$ cat config.mk
export PLATFORM = sky130hd
export DESIGN_NAME = wb_sram16_ctrl_flat
export DESIGN_NICKNAME = d
export VERILOG_FILES = /design/src/rtl/wb_sram16_ctrl_if.sv /design/src/rtl/wb_sram16_ctrl.sv /design/src/flat_wrapper.sv
export SDC_FILE = /design/constraint.sdc
export NUM_CORES = 1
export LEC_CHECK = 0
export ABC_AREA = 1
export BUFFER_PORTS_ARGS = -buffer_cell sky130_fd_sc_hd__buf_2
export CAP_MARGIN = 10
export CORE_ASPECT_RATIO = 0.7
export CORE_MARGIN = 2
export CORE_UTILIZATION = 45
export CTS_CLUSTER_DIAMETER = 120
export DETAILED_ROUTE_END_ITERATION = 10
export PLACE_DENSITY = 0.76
export SLEW_MARGIN = 10
export SYNTH_ARGS = -nofsm -noshare
export SYNTH_HDL_FRONTEND = slang
export SYNTH_SLANG_ARGS = --single-unit
$ cat constraint.sdc
create_clock -name clk_i -period 2.7 [get_ports clk_i]
set_input_delay 0.54 -clock clk_i [delete_from_list [all_inputs] [get_ports clk_i]]
set_output_delay 0.54 -clock clk_i [all_outputs]
set_load 0.02 [all_outputs]
$ cat src/rtl/wb_sram16_ctrl_if.sv
//==============================================================================
// Module   : wb_sram16_ctrl_if
// Purpose  : Wishbone B4 classic bus bundle between the J1 interconnect
//            (master) and the 16-bit async SRAM controller (slave).
// Revision : 1.0  initial release
//==============================================================================
`default_nettype none

interface wb_sram16_ctrl_if #(
    parameter int ADDR_W = 18
);
    logic              cyc_i;
    logic              stb_i;
    logic              we_i;
    logic [ADDR_W-1:0] adr_i;
    logic [1:0]        sel_i;
    logic [15:0]       dat_i;
    logic [15:0]       dat_o;
    logic              ack_o;

    modport master (
        output cyc_i, stb_i, we_i, adr_i, sel_i, dat_i,
        input  dat_o, ack_o
    );

    modport slave (
        input  cyc_i, stb_i, we_i, adr_i, sel_i, dat_i,
        output dat_o, ack_o
    );
endinterface

`default_nettype wire

$ cat src/rtl/wb_sram16_ctrl.sv
//==============================================================================
// Module   : wb_sram16_ctrl
// Purpose  : Wishbone B4 classic slave that turns one bus cycle into a timed
//            read or write on a 16-bit asynchronous SRAM, with programmable
//            read/write wait states and byte lanes taken from sel_i.
//            The SRAM data tristate lives in the top level (dq_o/dq_oe/dq_i).
// Options  : define WB_SRAM_TURNAROUND_EN to insert one bus-turnaround cycle
//            (all strobes high, data bus released) after every write.
// Revision : 1.0  initial release
//==============================================================================
`default_nettype none

module wb_sram16_ctrl #(
    parameter int ADDR_W  = 18,
    parameter int RD_WAIT = 1,
    parameter int WR_WAIT = 1
) (
    input  logic              clk_i,
    input  logic              rst_i,
    wb_sram16_ctrl_if.slave   wb,
    output logic [ADDR_W-1:0] sram_a,
    output logic [15:0]       sram_dq_o,
    output logic              sram_dq_oe,
    input  logic [15:0]       sram_dq_i,
    output logic              sram_ce_n,
    output logic              sram_oe_n,
    output logic              sram_we_n,
    output logic              sram_lb_n,
    output logic              sram_ub_n
);

    // Shared wait-state counter sized for the longer of the two waits
    localparam int c_CNT_MAX = (RD_WAIT > WR_WAIT) ? RD_WAIT : WR_WAIT;
    localparam int c_CNT_W   = (c_CNT_MAX < 2) ? 1 : $clog2(c_CNT_MAX + 1);

    localparam logic [2:0] c_IDLE     = 3'd0;
    localparam logic [2:0] c_RD       = 3'd1;
    localparam logic [2:0] c_WR_SETUP = 3'd2;
    localparam logic [2:0] c_WR_PULSE = 3'd3;
    localparam logic [2:0] c_WR_HOLD  = 3'd4;
    localparam logic [2:0] c_ACK      = 3'd5;
`ifdef WB_SRAM_TURNAROUND_EN
    localparam logic [2:0] c_TURN     = 3'd6;
`endif

    logic [2:0]         r_state;
    logic [c_CNT_W-1:0] r_cnt;
    logic [1:0]         r_sel;
    logic               r_abort;
`ifdef WB_SRAM_TURNAROUND_EN
    logic               r_was_wr;
`endif
    logic               r_ack;
    logic [15:0]        r_dat;
    logic [ADDR_W-1:0]  r_a;
    logic [15:0]        r_dq_o;
    logic               r_dq_oe;
    logic               r_ce_n;
    logic               r_oe_n;
    logic               r_we_n;
    logic               r_lb_n;
    logic               r_ub_n;

    logic               w_req;

    assign w_req = wb.cyc_i & wb.stb_i;

    // Access sequencer: every bus and SRAM output is a register of this FSM
    always_ff @(posedge clk_i) begin
        if (rst_i) begin
            r_state <= c_IDLE;
            r_cnt   <= '0;
            r_sel   <= 2'b00;
            r_abort <= 1'b0;
`ifdef WB_SRAM_TURNAROUND_EN
            r_was_wr <= 1'b0;
`endif
            r_ack   <= 1'b0;
            r_dat   <= 16'h0000;
            r_a     <= '0;
            r_dq_o  <= 16'h0000;
            r_dq_oe <= 1'b0;
            r_ce_n  <= 1'b1;
            r_oe_n  <= 1'b1;
            r_we_n  <= 1'b1;
            r_lb_n  <= 1'b1;
            r_ub_n  <= 1'b1;
        end else begin
            case (r_state)
                c_IDLE: begin
                    if (w_req) begin
                        // Latch the whole request; later bus changes are ignored
                        r_a    <= wb.adr_i;
                        r_sel  <= wb.sel_i;
                        r_dq_o <= wb.dat_i;
                        r_ce_n <= 1'b0;
`ifdef WB_SRAM_TURNAROUND_EN
                        r_was_wr <= wb.we_i;
`endif
                        if (wb.we_i) begin
                            r_dq_oe <= 1'b1;
                            r_state <= c_WR_SETUP;
                        end else begin
                            r_oe_n  <= 1'b0;
                            r_lb_n  <= ~wb.sel_i[0];
                            r_ub_n  <= ~wb.sel_i[1];
                            r_cnt   <= c_CNT_W'(RD_WAIT);
                            r_state <= c_RD;
                        end
                    end
                end

                c_RD: begin
                    if (!wb.cyc_i) begin
                        r_ce_n  <= 1'b1;
                        r_oe_n  <= 1'b1;
                        r_lb_n  <= 1'b1;
                        r_ub_n  <= 1'b1;
                        r_state <= c_IDLE;
                    end else if (r_cnt == '0) begin
                        r_dat   <= sram_dq_i;
                        r_ack   <= 1'b1;
                        r_ce_n  <= 1'b1;
                        r_oe_n  <= 1'b1;
                        r_lb_n  <= 1'b1;
                        r_ub_n  <= 1'b1;
                        r_state <= c_ACK;
                    end else begin
                        r_cnt <= r_cnt - c_CNT_W'(1);
                    end
                end

                c_WR_SETUP: begin
                    if (!wb.cyc_i) begin
                        r_ce_n  <= 1'b1;
                        r_dq_oe <= 1'b0;
                        r_state <= c_IDLE;
                    end else begin
                        r_we_n  <= 1'b0;
                        r_lb_n  <= ~r_sel[0];
                        r_ub_n  <= ~r_sel[1];
                        r_cnt   <= c_CNT_W'(WR_WAIT);
                        r_state <= c_WR_PULSE;
                    end
                end

                c_WR_PULSE: begin
                    // An abort still finishes with a clean WE_n rise, data held
                    if (!wb.cyc_i || r_cnt == '0) begin
                        r_abort <= ~wb.cyc_i;
                        r_we_n  <= 1'b1;
                        r_state <= c_WR_HOLD;
                    end else begin
                        r_cnt <= r_cnt - c_CNT_W'(1);
                    end
                end

                c_WR_HOLD: begin
                    r_ce_n  <= 1'b1;
                    r_lb_n  <= 1'b1;
                    r_ub_n  <= 1'b1;
                    r_dq_oe <= 1'b0;
                    r_abort <= 1'b0;
                    if (r_abort) begin
                        r_state <= c_IDLE;
                    end else begin
                        r_ack   <= 1'b1;
                        r_state <= c_ACK;
                    end
                end

                c_ACK: begin
                    r_ack <= 1'b0;
`ifdef WB_SRAM_TURNAROUND_EN
                    r_state <= r_was_wr ? c_TURN : c_IDLE;
`else
                    r_state <= c_IDLE;
`endif
                end

`ifdef WB_SRAM_TURNAROUND_EN
                c_TURN: begin
                    r_state <= c_IDLE;
                end
`endif

                default: begin
                    r_state <= c_IDLE;
                end
            endcase
        end
    end

    assign wb.ack_o   = r_ack;
    assign wb.dat_o   = r_dat;
    assign sram_a     = r_a;
    assign sram_dq_o  = r_dq_o;
    assign sram_dq_oe = r_dq_oe;
    assign sram_ce_n  = r_ce_n;
    assign sram_oe_n  = r_oe_n;
    assign sram_we_n  = r_we_n;
    assign sram_lb_n  = r_lb_n;
    assign sram_ub_n  = r_ub_n;

endmodule

`default_nettype wire

$ cat src/flat_wrapper.sv
// flat-port wrapper written by rule: the top's interface ports become plain ports
module wb_sram16_ctrl_flat 
#(
    parameter int ADDR_W  = 18,
    parameter int RD_WAIT = 1,
    parameter int WR_WAIT = 1
)
  (clk_i, rst_i, sram_a, sram_dq_o, sram_dq_oe, sram_dq_i, sram_ce_n, sram_oe_n, sram_we_n, sram_lb_n, sram_ub_n, wb_cyc_i, wb_stb_i, wb_we_i, wb_adr_i, wb_sel_i, wb_dat_i, wb_dat_o, wb_ack_o);
  wb_sram16_ctrl_if #(.ADDR_W(ADDR_W)) wb_i ();
  input  logic clk_i;
  input  logic rst_i;
  output logic [ADDR_W-1:0] sram_a;
  output logic [15:0] sram_dq_o;
  output logic sram_dq_oe;
  input  logic [15:0] sram_dq_i;
  output logic sram_ce_n;
  output logic sram_oe_n;
  output logic sram_we_n;
  output logic sram_lb_n;
  output logic sram_ub_n;
  input wire logic [$bits(wb_i.cyc_i)-1:0] wb_cyc_i;
  input wire logic [$bits(wb_i.stb_i)-1:0] wb_stb_i;
  input wire logic [$bits(wb_i.we_i)-1:0] wb_we_i;
  input wire logic [$bits(wb_i.adr_i)-1:0] wb_adr_i;
  input wire logic [$bits(wb_i.sel_i)-1:0] wb_sel_i;
  input wire logic [$bits(wb_i.dat_i)-1:0] wb_dat_i;
  output wire logic [$bits(wb_i.dat_o)-1:0] wb_dat_o;
  output wire logic [$bits(wb_i.ack_o)-1:0] wb_ack_o;
  assign wb_i.cyc_i = wb_cyc_i;
  assign wb_i.stb_i = wb_stb_i;
  assign wb_i.we_i = wb_we_i;
  assign wb_i.adr_i = wb_adr_i;
  assign wb_i.sel_i = wb_sel_i;
  assign wb_i.dat_i = wb_dat_i;
  assign wb_dat_o = wb_i.dat_o;
  assign wb_ack_o = wb_i.ack_o;
  wb_sram16_ctrl #(.ADDR_W(ADDR_W), .RD_WAIT(RD_WAIT), .WR_WAIT(WR_WAIT)) u_core (.clk_i(clk_i), .rst_i(rst_i), .wb(wb_i), .sram_a(sram_a), .sram_dq_o(sram_dq_o), .sram_dq_oe(sram_dq_oe), .sram_dq_i(sram_dq_i), .sram_ce_n(sram_ce_n), .sram_oe_n(sram_oe_n), .sram_we_n(sram_we_n), .sram_lb_n(sram_lb_n), .sram_ub_n(sram_ub_n));
endmodule
# Yosys cells after proc, flatten, opt, wreduce, memory -nomap -nowiden

Index checks and enable logic that the tools add are counted.

Input port bits: 57
Output and inout port bits: 57
Bits in read-only memories: 0
Memories: 0
Register bits: 64
Bits in latches: 0
RAM bits: 0

Reduce and logical (&&, ||, !) cells: 21
Muxes and demuxes: 43
Add/subtract/negate cells: 1
Shifts and indexed selects: 0
Order comparisons: 0
Multipliers: 0
Bitwise logic cells: 7
Div/mod/pow operators: 0
Equal/unequal tests: 16

Operators by type and width:

| kind                                                  | number |
|---|---|
| two-way mux 1 bit                                     | 26 |
| inequality test 2 bit, second input constant          | 8 |
| case mux 1 bit (4 select lines)                       | 4 |
| AND reduction 4 bit                                   | 4 |
| two-way mux 3 bit                                     | 5 |
| case mux 3 bit (5 select lines)                       | 1 |
| AND reduction 3 bit                                   | 3 |
| nonzero test 4 bit                                    | 2 |
| equality test 3 x 2 -> 1 bit, second input constant   | 2 |
| equality test 3 bit, second input constant            | 2 |
| NOT 1 bit                                             | 6 |
| case mux 1 bit (2 select lines)                       | 3 |
| case mux 1 bit (3 select lines)                       | 2 |
| AND reduction 6 bit                                   | 1 |
| nonzero test 2 bit                                    | 3 |
| nonzero test 3 bit                                    | 2 |
| AND reduction 5 bit                                   | 1 |
| two-way mux 2 bit                                     | 2 |
| inequality test 2 x 1 -> 1 bit, second input constant | 2 |
| AND reduction 2 bit                                   | 2 |
| equality test 3 x 1 -> 1 bit, second input constant   | 1 |
| logical NOT 3 bit                                     | 1 |
| inequality test 3 bit, second input constant          | 1 |
| bitwise AND 1 bit                                     | 1 |
| other kinds (3)                                       | 3 |

# Depth between registers and ports, before layout

Gate-level depths: netlist (run 1).

Depth in word-level cells: 4
Depth in mapped cells: 9
Depth with buffers taken out: 8

# Least setup slack after synthesis (run 1)

No wires, ideal clock.

Kind: input -> register
From: input port rst_i
To: register u_core.r_state[0]
Cell stages on the path: 3
Arrival time: 1.137 ns
Setup slack: 1.431 ns
Library setup time: 0.132 ns
Required time: 2.568 ns
Buffers on the path: 2
Cells stage by stage: clkbuf_1 clkbuf_1 a21oi_1

RTL lines:

| item                 | line                  | source |
|---|---|---|
| from (decl)          | flat_wrapper.sv:11    | `input logic rst_i;` |
| to (signal assigned) | wb_sram16_ctrl.sv:71  | `r_state <= c_IDLE;` |
| to (signal assigned) | wb_sram16_ctrl.sv:102 | `r_state <= c_WR_SETUP;` |
| to (signal assigned) | wb_sram16_ctrl.sv:108 | `r_state <= c_RD;` |
| to (decl)            | wb_sram16_ctrl.sv:46  | `logic [2:0] r_state;` |

No word-level cell between the ends.

# Final worst setup path (run 1)

From: register u_core.r_state[1]
To: register u_core.r_sel[0]

Word-level cells in the longest chain between the ends: 2

Ends and longest elaborated chain:

| item                                 | line                 | source |
|---|---|---|
| logical NOT 3 bit                    | wb_sram16_ctrl.sv:89 | `case (r_state)` |
| AND reduction 2 bit (no source line) | n/a                  |  |
| to (signal assigned)                 | wb_sram16_ctrl.sv:94 | `r_sel <= wb.sel_i;` |
| to (decl)                            | wb_sram16_ctrl.sv:48 | `logic [1:0] r_sel;` |

Every way passes these cells.
A chain may end at the register's enable or synchronous reset.

==> results.sh, run 1 <==
export IMPL_hold_viol_final=0
export IMPL_synth_area_leaders="dfxtp_1 (49%), nand2_1 (9.5%), nand3_1 (9.1%)"
export IMPL_mostFrequentLayoutCells="buf_2 (113), nand2_1 (67), dfxtp_1 (64)"
export IMPL_drive_gt1_share_pct=31.2
export IMPL_area_growth_pct=27.7
export IMPL_ctsResizeCount=0
export IMPL_synth_cell_types=26
export IMPL_synth_warnings=0
export IMPL_worstPathMaxFanout=38
export IMPL_finalSetupViolations=0
export IMPL_cts_tree="yes"
export IMPL_grt_max_degree=40
export IMPL_cts_buffers_inserted=9
export IMPL_yosysTopAreaCellShare_pct=48.5
export IMPL_maxCapViolCount=0
export IMPL_cts_clk_slew_worst_paths_ns=0.07
export IMPL_tightest_slew_ns=0.659
export IMPL_cts_sinks=64
export IMPL_grt_ovfl_total=0
export IMPL_ant_nets=0
export IMPL_dieHeight_microns=68.1
export IMPL_h_tree_depth=3
export IMPL_drc_errors=0
export IMPL_cellPowerDensity_mw_per_mm2=905
export IMPL_fin_crit_ns=1.98
export IMPL_syn_nets=405
export IMPL_syn_area_per_cell_sq_um=7.59
export IMPL_die_area_sq_mm=0.00651
export IMPL_hold_class="in -> reg"
export IMPL_status="complete, no violations"
export IMPL_ir_drop_uv=403
export IMPL_drt_iter0_markers=117
export IMPL_critical_path_class="reg -> reg"
export IMPL_placed_cells=517
export IMPL_grt_pass1_wl_mm=9.94
export IMPL_core_area_sq_mm=0.00570
export IMPL_fin_skew_ns=0.00715
export IMPL_grtUsageTotal_pct=19.7
export IMPL_seqPwrFrac_pct=39.7
export IMPL_yosys_area_top_type="dfxtp_1"
export IMPL_r2r_cells=6
export IMPL_r2r_slack_ns=0.72
export IMPL_num_io_pins=114
export IMPL_p_switching_mw=1.17
export IMPL_wirelength_mm=6.52
export IMPL_final_common_cell="buf_2"
export IMPL_portBuffers=113
export IMPL_r2r_end="u_core.r_sel[0]$_SDFFE_PP0P_"
export IMPL_min_to="u_core.wb.dat_o[2]$_SDFFE_PP0P_"
export IMPL_die_w_microns=95.6
export IMPL_synth_seq_cells=64
export IMPL_critPathTopFamily="simple AND/OR/NAND/NOR gates"
export IMPL_cellLeakagePower_nw=1.65
export IMPL_syn_area_sq_mm=0.00264
export IMPL_power_frac_comb_pct=33.9
export IMPL_arrival_ns=2.18
export IMPL_fin_cells=533
export IMPL_crit_start="u_core.r_state[1]$_SDFFE_PP0P_"
export IMPL_fillCellCount=560
export IMPL_required_ns=2.90
export IMPL_fin_setup_tns_ns=0
export IMPL_viasPerCell=5.06
export IMPL_clockBufferDepth=2
export IMPL_antenna_found_initial=0
export IMPL_yosysSeqAreaShare_pct=48.5
export IMPL_cts_root_buffer="clkbuf_8"
export IMPL_grt_pass1_vias=2244
export IMPL_slowest_stage="nand2_2"
export IMPL_clkPwrFrac_pct=26.4
export IMPL_worstHoldStart="sram_dq_i[2]"
export IMPL_post_route_period_util_pct=73.4
export IMPL_maxSlewHeadroom_pct=55.9
export IMPL_r2r_start="u_core.r_state[1]$_SDFFE_PP0P_"
export IMPL_nNetsFinal=510
export IMPL_rows=23
export IMPL_p_int_mw=1.88
export IMPL_antenna_cells=0
export IMPL_critPathLaunchType="flip-flop"
export IMPL_clk_latency_ns=0.33
export IMPL_path_buf_inv=2
export IMPL_dp_hpwl_mm=4.63
export IMPL_ctsHoldBuffers=0
export IMPL_postCtsSetupBuffers=0
export IMPL_rsz0062_at_grt="no"
export IMPL_swShare_pct=38.4
export IMPL_syn_inst=348
export IMPL_globalplace_congestion=0.951
export IMPL_start_util_pct=46.3
export IMPL_fmax_ghz=0.504
export IMPL_wl_per_cell_microns=12.2
export IMPL_critical_path_max_stage_delay_ns=0.47
export IMPL_crit_path_end_kind="flip-flop"
export IMPL_slew_viol_final=0
export IMPL_path_cells="inv_2 -> nand2_4 -> inv_4 -> nand2_2 -> o21ai_0 -> a21oi_1"
export IMPL_hold_depth=3
export IMPL_firstDrtPassIters=4
export IMPL_vias=2696
-- sequential cells by signal, summed over array words and instances, names as in the netlist --
name and count:
u_core.sram_dq_o 16, u_core.wb.dat_o 16, u_core.r_abort 1, u_core.r_sel 2
u_core.r_state 3, u_core.sram_ub_n 1, u_core.wb.ack_o 1, u_core.sram_we_n 1
u_core.sram_dq_oe 1, u_core.sram_a 18, u_core.sram_oe_n 1, u_core.sram_ce_n 1
u_core.r_cnt 1, u_core.sram_lb_n 1
-- worst max-delay path by stage --
| stage | depth (start not counted) | endpoint | slack (ns) |
|---|---|---|---|
| 4_1_cts | 6 | u_core.r_sel[1]$_SDFFE_PP0P_ | 0.72 |
| 3_3_place_gp | 6 | u_core.r_sel[0]$_SDFFE_PP0P_ | 0.75 |
| 6_report | 6 | u_core.r_sel[0]$_SDFFE_PP0P_ | 0.72 |
| 5_1_grt | 6 | u_core.r_sel[1]$_SDFFE_PP0P_ | 0.50 |
| 3_5_place_dp | 6 | u_core.r_sel[1]$_SDFFE_PP0P_ | 0.72 |
| 2_1_floorplan | 3 | u_core.r_state[0]$_SDFFE_PP0P_ | 1.43 |
-- per-layer routing --
| metal | track usage [%] | vias up | routed length (microns) |
|---|---|---|---|
| li1 | - | 1360 | - |
| met4 | 5.89 | 0 | 87 |
| met5 | 0 | - | 0 |
| met3 | 6.94 | 11 | 466 |
| met1 | 25.7 | 1232 | 2950 |
| met2 | 31.0 | 93 | 3010 |
-- logic make-up after synthesis --
kind of cell / Yosys count / synth area share (%)
and+or+nand+nor: 177 / 30.5
DFF: 64 / 48.5
buffers and inverters: 41 / 8.29
AOI/OAI and AO/OA: 66 / 12.7
-- stage by stage --
step / cell area, sq um / hold WS (ns) / setup slack (ns) / utilization, % / power (mW)
4_1_cts: 3370 / 0.413 / 0.721 / 59.2 / 3.08
2_1_floorplan: 2640 / 0.429 / 1.43 / - / 2.03
3_5_place_dp: 3170 / 0.441 / 0.719 / 55.7 / 2.27
5_1_grt: 3370 / 0.418 / 0.504 / 59.2 / 3.26
3_3_place_gp: 3170 / 0.440 / 0.752 / 55.7 / 2.25
6_report: 3370 / 0.430 / 0.717 / 59.2 / 3.05
-- power groups by stage --
stage / clock network [mW] / logic (mW) / registers (mW)
floorplan: 0 / 0.676 / 1.35
global placement: 0 / 1.02 / 1.23
detailed placement: 0 / 1.04 / 1.23
CTS: 0.829 / 1.04 / 1.21
global route: 0.874 / 1.15 / 1.23
finish: 0.804 / 1.03 / 1.21
-- Yosys cell counts --
cell      number
inv_1         15
inv_2          4
o21ai_0       20
buf_2          5
nand3_1       48
nand3b_1       2
nand3_2        2
nand2_2        1
nand4_1        4
nand2_1       67
nor2_2         1
o211ai_1       1
a21oi_1       40
clkbuf_1       6
dfxtp_1       64
a22oi_1        1
buf_4          5
buf_6          5
nor2_8         1
nor3_1         4
nor2_1        44
nand2_4        1
o21ai_1        4
nor2_4         1
nand4_2        1
inv_4          1
-- cell type report --
cell class	count	area (sq um)	share of cell area, %
Sequential cell	64	1280	38.0
Multi-Input combinational cell	243	1140	33.8
Timing Repair Buffer	115	581	17.2
Clock buffer	11	141	4.19
Tap cell	75	93.8	2.78
Inverter	20	77.6	2.30
Clock inverter	5	56.3	1.67
-- tightest hold or removal path, delay by kind of cell --
kind                   cells  cell delay [ns]
AND/OR/NAND/NOR            2             0.11
buffers and inverters      1             0.07
(Power assumes the default switching activity.)
==> run 2: changes to the inputs <==
==> constraint.sdc (replaced) <==
create_clock -name clk_i -period 2 [get_ports clk_i]
set_input_delay 0.4 -clock clk_i [delete_from_list [all_inputs] [get_ports clk_i]]
set_output_delay 0.4 -clock clk_i [all_outputs]
set_load 0.02 [all_outputs]
==> run 2 against run 1 <==
  * Wire length is 3.1% higher
  * Non-clock buffer count increased by 3
  * Global-route usage up 1.2 points
  * Core utilization rose by 0.13 points
  * Clock skew decreased by 0.00053 ns
  * Cell count rose by 0.56%
  * Maximum frequency increased by 22%
  * First-iteration DRC count is 41% higher
  * Die area unchanged
  * Via count up 0.59%
  * Sequential power grew 36%
==> results.sh, run 2 (synthesis results as in run 1) <==
export IMPL_dieHeight_microns=68.1
export IMPL_cts_clk_slew_worst_paths_ns=0.07
export IMPL_critPathLaunchType="flip-flop"
export IMPL_start_util_pct=46.3
export IMPL_wirelength_mm=6.72
export IMPL_antenna_found_initial=0
export IMPL_maxSlewHeadroom_pct=56.6
export IMPL_ctsHoldBuffers=0
export IMPL_die_w_microns=95.6
export IMPL_r2r_slack_ns=0.38
export IMPL_dp_hpwl_mm=4.72
export IMPL_cellPowerDensity_mw_per_mm2=1210
export IMPL_tightest_slew_ns=0.651
export IMPL_final_common_cell="buf_2"
export IMPL_portBuffers=113
export IMPL_grt_pass1_vias=2416
export IMPL_critical_path_class="reg -> reg"
export IMPL_swShare_pct=40.4
export IMPL_hold_class="in -> reg"
export IMPL_grtUsageTotal_pct=21.0
export IMPL_slowest_stage="dfxtp_1"
export IMPL_worstPathMaxFanout=38
export IMPL_cts_buffers_inserted=9
export IMPL_wl_per_cell_microns=12.5
export IMPL_fmax_ghz=0.616
export IMPL_h_tree_depth=3
export IMPL_regArea_sq_mm=0.00128
export IMPL_fin_setup_tns_ns=0
export IMPL_ant_nets=0
export IMPL_finalSetupViolations=0
export IMPL_arrival_ns=1.89
export IMPL_met2_usage_pct=32.8
export IMPL_antenna_cells=0
export IMPL_p_total_mw=4.09
export IMPL_grt_pass1_wl_mm=10.6
export IMPL_die_area_sq_mm=0.00651
export IMPL_cellLeakagePower_nw=1.65
export IMPL_maxCapViolCount=0
export IMPL_fin_skew_ns=0.00662
export IMPL_p_switching_mw=1.65
export IMPL_required_ns=2.26
export IMPL_use_met1_pct=27.1
export IMPL_grt_busiest_layer="met2"
export IMPL_ir_drop_uv=659
export IMPL_seqPwrFrac_pct=40.1
export IMPL_ctsResizeCount=0
export IMPL_drc_errors=0
export IMPL_clockBufferDepth=2
export IMPL_largest_register_ffs=18
export IMPL_critical_path_max_stage_delay_ns=0.55
export IMPL_hold_viol_final=0
export IMPL_area_growth_pct=28.0
export IMPL_clk_latency_ns=0.34
export IMPL_power_frac_comb_pct=35.3
export IMPL_drt_iter0_markers=165
export IMPL_p_int_mw=2.44
export IMPL_multi_input_area_sq_mm=0.00114
export IMPL_path_buf_inv=3
export IMPL_cts_root_buffer="clkbuf_8"
export IMPL_status="complete, no violations"
export IMPL_cts_sinks=64
export IMPL_critPathTopFamily="flip-flops"
export IMPL_drive_gt1_share_pct=31.9
export IMPL_rsz0062_at_grt="no"
export IMPL_crit_path_end_kind="flip-flop"
export IMPL_viasPerCell=5.06
export IMPL_core_area_sq_mm=0.00570
export IMPL_grtUsageMet3_pct=5.95
export IMPL_clkPwrFrac_pct=24.6
export IMPL_grt_max_degree=40
export IMPL_firstDrtPassIters=4
export IMPL_rows=23
export IMPL_post_route_period_util_pct=81.2
export IMPL_globalplace_congestion=0.887
export IMPL_path_cells="inv_2 -> nand2_4 -> inv_4 -> nand2_2 -> buf_4 -> nand2_1 -> a21oi_1"
export IMPL_cts_tree="yes"
export IMPL_slew_viol_final=0
export IMPL_nNetsFinal=513
export IMPL_num_io_pins=114
export IMPL_fillCellCount=546
export IMPL_mostFrequentLayoutCells="buf_2 (113), nand2_1 (67), dfxtp_1 (64)"
export IMPL_fin_crit_ns=1.62
export IMPL_postCtsSetupBuffers=0
export IMPL_vias=2712
export IMPL_grt_ovfl_total=0
## run 2: stage by stage
step                      instances  hold slack (ns)  utilization [%]  setup WS (ns)  instance area, sq um
after floorplan                 348            0.429                -          0.753                  2640
after global placement          520            0.437             56.1          0.488                  3200
after CTS                       536            0.264             59.3          0.383                  3380
final                           536            0.279             59.3          0.375                  3380
after detailed placement        520            0.451             56.1          0.433                  3200
after global routing            536            0.281             59.3          0.202                  3380
## run 2: worst paths after layout
check,startpoint,end,cells after the start
hold / removal,sram_dq_i[11],u_core.wb.dat_o[11]$_SDFFE_PP0P_,3
setup / recovery,u_core.r_state[1]$_SDFFE_PP0P_,u_core.sram_a[1]$_SDFFE_PP0P_,7
hold reg to reg,u_core.wb.ack_o$_SDFFE_PP0P_,u_core.wb.ack_o$_SDFFE_PP0P_,2
setup reg to reg,u_core.r_state[1]$_SDFFE_PP0P_,u_core.sram_a[1]$_SDFFE_PP0P_,7
## run 2: routing by layer
layer  vias up  routed length, microns
met5         -                       0
met4         0                      82
met3        12                     418
met2        96                    3210
met1      1240                    3010
li1       1364                       -
## run 2: final cells by class
cell class                      instances  share of cell area [%]
Multi-Input combinational cell        243                    33.7
Clock buffer                           10                    4.07
Inverter                               20                    2.30
Tap cell                               75                    2.78
Sequential cell                        64                    37.9
Clock inverter                          6                    1.33
Timing Repair Buffer                  118                    17.9
## run 2: tightest hold or removal path, cell delays in order
cell	delay (ns)
buf_2	0.07
nor2_1	0.03
nor2_1	0.08
## run 2: power by group through the flow
stage / clock network (mW) / registers (mW) / logic [mW]
after floorplan: 0 / 1.83 / 0.912
after global placement: 0 / 1.66 / 1.41
after detailed placement: 0 / 1.67 / 1.43
after CTS: 1.03 / 1.64 / 1.44
after global routing: 1.09 / 1.67 / 1.60
final: 1.01 / 1.64 / 1.44
